### src/rtl/ac_pkg.sv
// Shared types and parameter-derivation helpers for the AXI-Stream <-> upsampler bridge.
package ac_pkg;

  typedef enum logic [1:0] {
    IDLE  = 2'd0,
    RUN   = 2'd1,
    DRAIN = 2'd2,
    DONE  = 2'd3
  } ac_state_e;

  function automatic int calc_pixel_w(input int cw, input int nch);
    return cw * nch;
  endfunction

  function automatic int calc_data_w(input int cw, input int nch, input int np);
    return np * calc_pixel_w(cw, nch);
  endfunction

  function automatic int calc_in_beats(input int sw, input int sh, input int np);
    return (sw * sh) / np;
  endfunction

  function automatic int calc_row_beats(input int dw, input int np);
    return dw / np;
  endfunction

  function automatic int calc_out_beats(input int dw, input int dh, input int np);
    return calc_row_beats(dw, np) * dh;
  endfunction

  function automatic bit is_pow2(input int v);
    return (v >= 2) && ((v & (v - 1)) == 0);
  endfunction

  // Configuration legality, evaluated at elaboration by the top.
  function automatic bit cfg_ok(input int sw, input int dw, input int np, input int depth);
    return (np > 0) && (sw % np == 0) && (dw % np == 0) && is_pow2(depth);
  endfunction

endpackage

### src/rtl/ac_sync_fifo.sv
// First-word-fall-through synchronous FIFO with a synchronous flush.
module ac_sync_fifo #(
  parameter int WIDTH = 8,
  parameter int DEPTH = 4
) (
  input  logic             clk,
  input  logic             rst_n,
  input  logic             clr_i,
  input  logic             wr_en_i,
  input  logic [WIDTH-1:0] wr_data_i,
  input  logic             rd_en_i,
  output logic [WIDTH-1:0] rd_data_o,
  output logic             full_o,
  output logic             empty_o
);

  localparam int AW = (DEPTH > 1) ? $clog2(DEPTH) : 1;

  logic [WIDTH-1:0] mem_q [DEPTH];
  logic [AW:0]      wr_ptr_q, rd_ptr_q;
  logic             wr, rd;

  assign wr = wr_en_i && !full_o;
  assign rd = rd_en_i && !empty_o;

  // Extra pointer MSB distinguishes full from empty when the indices match.
  assign empty_o = (wr_ptr_q == rd_ptr_q);
  assign full_o  = (wr_ptr_q[AW] != rd_ptr_q[AW]) && (wr_ptr_q[AW-1:0] == rd_ptr_q[AW-1:0]);

  // Head is masked so the output reads zero while nothing is queued.
  assign rd_data_o = empty_o ? '0 : mem_q[rd_ptr_q[AW-1:0]];

  always_ff @(posedge clk) begin
    if (!rst_n || clr_i) begin
      wr_ptr_q <= '0;
      rd_ptr_q <= '0;
    end else begin
      if (wr) wr_ptr_q <= wr_ptr_q + (AW+1)'(1);
      if (rd) rd_ptr_q <= rd_ptr_q + (AW+1)'(1);
    end
  end

  always_ff @(posedge clk) begin
    if (wr) mem_q[wr_ptr_q[AW-1:0]] <= wr_data_i;
  end

endmodule

### src/rtl/ac_stream_bridge.sv
// Bridges AXI-Stream in/out to the upsampling PE read/write handshakes with frame
// accounting, tlast/tuser framing and abort.
module ac_stream_bridge
  import ac_pkg::*;
#(
  parameter int CHANNEL_WIDTH  = 8,
  parameter int N_CHANNEL      = 3,
  parameter int N_PARALLEL     = 2,
  parameter int SRC_IMG_WIDTH  = 960,
  parameter int SRC_IMG_HEIGHT = 540,
  parameter int DST_IMG_WIDTH  = 3840,
  parameter int DST_IMG_HEIGHT = 2160,
  parameter int OUT_FIFO_DEPTH = 16,
  parameter int CRF_DATA_WIDTH = 32,
  localparam int DATA_W = calc_data_w(CHANNEL_WIDTH, N_CHANNEL, N_PARALLEL)
) (
  input  logic                      clk,
  input  logic                      rst_n,
  input  logic                      start,
  input  logic                      abort,
  output logic                      busy,
  output logic                      done,
  output logic [CRF_DATA_WIDTH-1:0] in_hsk_cnt,
  input  logic                      s_axis_tvalid,
  output logic                      s_axis_tready,
  input  logic [DATA_W-1:0]         s_axis_tdata,
  output logic                      ac_upsp_rvalid,
  input  logic                      upsp_ac_rready,
  output logic [DATA_W-1:0]         ac_upsp_rdata,
  input  logic                      upsp_ac_wvalid,
  output logic                      ac_upsp_wready,
  input  logic [DATA_W-1:0]         upsp_ac_wdata,
  output logic                      m_axis_tvalid,
  input  logic                      m_axis_tready,
  output logic [DATA_W-1:0]         m_axis_tdata,
  output logic                      m_axis_tlast,
  output logic                      m_axis_tuser
);

  localparam int IN_BEATS  = calc_in_beats(SRC_IMG_WIDTH, SRC_IMG_HEIGHT, N_PARALLEL);
  localparam int ROW_BEATS = calc_row_beats(DST_IMG_WIDTH, N_PARALLEL);
  localparam int OUT_BEATS = calc_out_beats(DST_IMG_WIDTH, DST_IMG_HEIGHT, N_PARALLEL);
  localparam int COL_W     = (ROW_BEATS > 1) ? $clog2(ROW_BEATS) : 1;
  localparam int ROW_W     = (DST_IMG_HEIGHT > 1) ? $clog2(DST_IMG_HEIGHT) : 1;

  localparam logic [CRF_DATA_WIDTH-1:0] IN_BEATS_C = CRF_DATA_WIDTH'(IN_BEATS);
  localparam logic [COL_W-1:0]          COL_LAST   = COL_W'(ROW_BEATS - 1);
  localparam logic [ROW_W-1:0]          ROW_LAST   = ROW_W'(DST_IMG_HEIGHT - 1);

  if (!cfg_ok(SRC_IMG_WIDTH, DST_IMG_WIDTH, N_PARALLEL, OUT_FIFO_DEPTH) || OUT_BEATS < 1 || IN_BEATS < 1)
  begin : g_cfg_err
    $error("ac_stream_bridge: illegal parameter combination");
  end

  ac_state_e                 state_q;
  logic [CRF_DATA_WIDTH-1:0] cnt_q;
  logic                      rvalid_q;
  logic [DATA_W-1:0]         rdata_q;
  logic [COL_W-1:0]          col_q;
  logic [ROW_W-1:0]          row_q;

  logic abort_evt, in_hsk, push, pop, last_out;
  logic fifo_full, fifo_empty;
  logic [DATA_W-1:0] fifo_dout;

  assign abort_evt = abort && (state_q != IDLE);
  assign in_hsk    = s_axis_tvalid && s_axis_tready;
  assign push      = upsp_ac_wvalid && ac_upsp_wready;
  assign pop       = m_axis_tvalid && m_axis_tready;
  assign last_out  = pop && (col_q == COL_LAST) && (row_q == ROW_LAST);

  assign s_axis_tready  = (state_q == RUN) && (cnt_q < IN_BEATS_C) && (!rvalid_q || upsp_ac_rready);
  assign ac_upsp_wready = ((state_q == RUN) || (state_q == DRAIN)) && !fifo_full;
  assign busy           = (state_q != IDLE);
  assign done           = (state_q == DONE);
  assign in_hsk_cnt     = cnt_q;
  assign ac_upsp_rvalid = rvalid_q;
  assign ac_upsp_rdata  = rdata_q;
  assign m_axis_tvalid  = !fifo_empty;
  assign m_axis_tdata   = fifo_dout;
  assign m_axis_tlast   = !fifo_empty && (col_q == COL_LAST);
  assign m_axis_tuser   = !fifo_empty && (col_q == '0) && (row_q == '0);

  // Reset and abort share one flush path; abort outranks every other event.
  always_ff @(posedge clk) begin
    if (!rst_n || abort_evt) begin
      state_q  <= IDLE;
      cnt_q    <= '0;
      rvalid_q <= 1'b0;
      rdata_q  <= '0;
      col_q    <= '0;
      row_q    <= '0;
    end else begin
      case (state_q)
        IDLE:    if (start) state_q <= RUN;
        RUN: begin
          if (last_out)                              state_q <= DONE;
          else if (cnt_q == IN_BEATS_C && !rvalid_q) state_q <= DRAIN;
        end
        DRAIN:   if (last_out) state_q <= DONE;
        DONE:    state_q <= IDLE;
        default: state_q <= IDLE;
      endcase

      if (state_q == IDLE && start) cnt_q <= '0;
      else if (in_hsk)              cnt_q <= cnt_q + CRF_DATA_WIDTH'(1);

      if (in_hsk) begin
        rvalid_q <= 1'b1;
        rdata_q  <= s_axis_tdata;
      end else if (upsp_ac_rready) begin
        rvalid_q <= 1'b0;
      end

      if (pop) begin
        if (col_q == COL_LAST) begin
          col_q <= '0;
          row_q <= (row_q == ROW_LAST) ? '0 : row_q + ROW_W'(1);
        end else begin
          col_q <= col_q + COL_W'(1);
        end
      end
    end
  end

  ac_sync_fifo #(
    .WIDTH (DATA_W),
    .DEPTH (OUT_FIFO_DEPTH)
  ) u_out_fifo (
    .clk       (clk),
    .rst_n     (rst_n),
    .clr_i     (abort_evt),
    .wr_en_i   (push),
    .wr_data_i (upsp_ac_wdata),
    .rd_en_i   (m_axis_tready),
    .rd_data_o (fifo_dout),
    .full_o    (fifo_full),
    .empty_o   (fifo_empty)
  );

endmodule

### config.mk
export PLATFORM = sky130hd
export DESIGN_NAME = ac_stream_bridge
export DESIGN_NICKNAME = d
export VERILOG_FILES = /design/src/rtl/ac_pkg.sv /design/src/rtl/ac_sync_fifo.sv /design/src/rtl/ac_stream_bridge.sv
export SDC_FILE = /design/constraint.sdc
export NUM_CORES = 1
export LEC_CHECK = 0
export CAP_MARGIN = 20
export CORE_MARGIN = 2
export CORE_UTILIZATION = 62
export CTS_CLUSTER_SIZE = 14
export DETAILED_ROUTE_END_ITERATION = 12
export PLACE_DENSITY = 0.83
export SLEW_MARGIN = 5
export SYNTH_ARGS = -nofsm -noshare
export SYNTH_HDL_FRONTEND = slang
export SYNTH_SLANG_ARGS = --single-unit
### constraint.sdc
create_clock -name clk -period 13.93 [get_ports clk]
set_input_delay 3.4825 -clock clk [delete_from_list [all_inputs] [get_ports clk]]
set_output_delay 3.4825 -clock clk [all_outputs]
set_load 0.01 [all_outputs]
==> metrics.txt <==
first-pass GRT wire length around 130 mm; cell type group with the largest total delay on the critical path buffers and inverters; CP peak stage delay around 0.9 ns; via total after detailed routing approximately 18,000; Core Region approximately 55,000 um2; maximum clock frequency 0.116 GHz; horizontal extent of the die ~240 um; cell with the most instances after synthesis edfxtp_1; input/output buffers approximately 240; power per cell area ~160 nW/um2; number of placed I/O pins 240; buffer cell driving the clock tree root clkbuf_16; DIE AREA 57,100 um2; largest net degree at the start of global routing 70; buffers inserted by post-CTS timing repair 0; final period demand of the worst path 8.60 ns; insertion delay to the later sink of the worst-skew pair 0.64 ns; count of state elements after synthesis 888; net total in the final layout 2,100; Num CTS Buffers 85; remaining number of nets flagged by the antenna check after routing 0; Setup WS pre-CTS approximately 5.6 ns; cell type of the slowest stage on the worst timing path buf_4; final critical-path share of the clock period 0.617; cell taking the most area after synthesis edfxtp_1; Area growth, synth to finish 17.4%; count of yosys warnings during synthesis 0; Worst Setup Start Kind flop; Leak Pwr roughly 12 nW; via count of the first global-routing pass between 15,000 and 20,000; class of the tightest hold or removal check reg2reg; ys flop type edfxtp_1; transition at the pin with the smallest max-transition slack between 1 and 1.5 ns; vertical die dimension 239 um; initial standard-cell utilization of the core 0.625; number of nets produced by synthesis roughly 1,800; worst path buffer plus inverter count 3; layout cells sized above 1 0.214; Final Slew Violations 0; number of vias per cell after detailed routing 6.64; Avg Cell Area, Syn approximately 20 um2; area share of the leading cell type in the synthesized netlist 0.674; number of resized instances in the post-cts repair step 0; fin cells between 2,000 and 3,000; Post-synth ARST share 0; CTS tree yes; post-detailed-route DRC marker count 0; worst-case clock skew approximately 0.02 ns; total setup violations reported at the end of the flow 0; netlist area before placement between 30,000 and 40,000 um2; initial antenna violation count 6; HPWL after detailed placement 40.9 mm; critical-path cell list buf_4 > buf_4 > mux4_2 > mux4_2 > and2_1 > clkdlybuf4s50_1; Inst Count DP roughly 2,600; status complete, no violations; number of library cell types mapped by synthesis 55; Post-Route Setup TNS 0 ns; cell count after synthesis roughly 1,700; H-tree levels 3; final design area excluding fillers roughly 40,000 um2; RePlAce Congestion slightly above 0.8; critical path data arrival time 5.11 ns; Max IR drop VDD 0.148 mV; sequential area share after synthesis 0.744; total number of clock tree sinks ~890; critical path start-end classification reg2out; Starting DRT DRC Count ~2,300; Post-DP Area around 37,000 um2; Hold Buf Count CTS 0; routed len/inst around 32 um; final-report hold violation count 0; GRT overflow 0; total length of routed wires around 87 mm; smallest setup slack after layout roughly 5.3 ns; critical path fanouts, max 69; reported max-cap violation count 0; end-of-flow core utilization 0.733; capturing element type of the critical path primary output; main area contributors after synthesis edfxtp_1 (67%), mux4_2 (16%), dfxtp_1 (7.0%); setup repair after global routing missed its margin false; required time reported for the critical path endpoint around 10 ns; number of placement rows 86; drt pass-1 iters 5; overall routing resource usage 0.313; number of enable flip-flop cells after synthesis ~770; worst slew margin relative to its limit 0.283; buffers from clock root to sink, at most 3; clk slew on worst S/H paths approximately 0.06 ns; Post-synth top cells edfxtp_1 (768), mux4_2 (240), dfxtp_1 (120)
==> worst reg2reg max path, cell delays in order, from the launching register on <==
cell	delay, ns
dfxtp_1	0.62
xor2_1	0.29
nor4_4	0.11
a21oi_2	0.38
nand2_1	0.34
nor3_2	0.22
buf_4	0.83
==> cell families after synthesis <==
group | after synthesis | share of synthesized area
fa+ha+maj | 15 | 0.00549
flops | 888 | 0.744
simple gates | 342 | 0.0515
mux | 242 | 0.159
xor+xnor | 51 | 0.0131
compound gates | 69 | 0.0121
buf+inv | 103 | 0.0148
==> state kept, by name (all words and copies together) (netlist names), named ones only <==
name and flops:
u_out_fifo.mem_q 768, ac_upsp_rdata 48, in_hsk_cnt 32, row_q 12, col_q 11, u_out_fifo.rd_ptr_q 5, u_out_fifo.wr_ptr_q 5, state_q 2
ac_upsp_rvalid 1
==> power by group <==
part	internal, mW	switching [mW]	leakage (nW)
Clock	1.29	0.993	1.32
Sequential	2.97	0.0579	7.88
Combinational	0.592	0.596	3.26
Total	4.85	1.65	12.5
==> cells in the final DEF (no fill, tap or decap), types with 12 or more instances in the layout <==
cell	synthesis	routed
nand2_1	117	117
clkinv_1	0	19
clkbuf_1	44	12
nor2_1	59	48
inv_1	17	15
nand3_1	13	13
clkinv_2	0	19
clkbuf_16	0	87
dfxtp_1	120	116
nand4_1	23	23
xor2_1	41	41
clkdlybuf4s50_1	0	239
mux4_2	240	240
a21oi_1	54	54
edfxtp_1	768	768
ha_1	15	15
buf_4	14	27
and2_1	66	66
==> worst paths after layout <==
| path | slack (ns) | from | cells after the start | endpoint |
|---|---|---|---|---|
| setup / recovery | 5.33 | flop | 6 | m_axis_tdata[19] |
| hold / removal | 0.45 | ac_upsp_rdata[1] | 2 | ac_upsp_rdata[1] |
| hold reg to reg | 0.45 | ac_upsp_rdata[1] | 2 | ac_upsp_rdata[1] |
| setup reg to reg | 10.70 | u_out_fifo.wr_ptr_q[2] | 6 | u_out_fifo.mem_q[1][16] |
==> per-layer routing <==
layer  global-route usage  up-vias  routed length (um)
met5                    0        -                  34
met3               0.0609      178                7950
li1                     -     7402                   -
met2                0.519     1177               44600
met4                0.105        6                2500
met1                0.424     9528               32300
==> final cells by class <==
cell class                      instances  area [um2]
Sequential cell                       888       25500
Multi-Input combinational cell        719        8350
Inverter                               17        63.8
Fill cell                            2933       14600
Antenna cell                            7        17.5
Clock inverter                         50         439
Timing Repair Buffer                  270        2680
Clock buffer                          100        2240
Tap cell                              704         881
==> stage by stage <==
step                      total power, mW  hold slack [ns]
after floorplan                      3.81            0.472
after global placement               4.21            0.442
after detailed placement             4.24            0.447
after CTS                            6.52            0.454
after global routing                 6.69            0.470
final                                6.50            0.451
No activity file was read; power rests on OpenSTA's default activity.
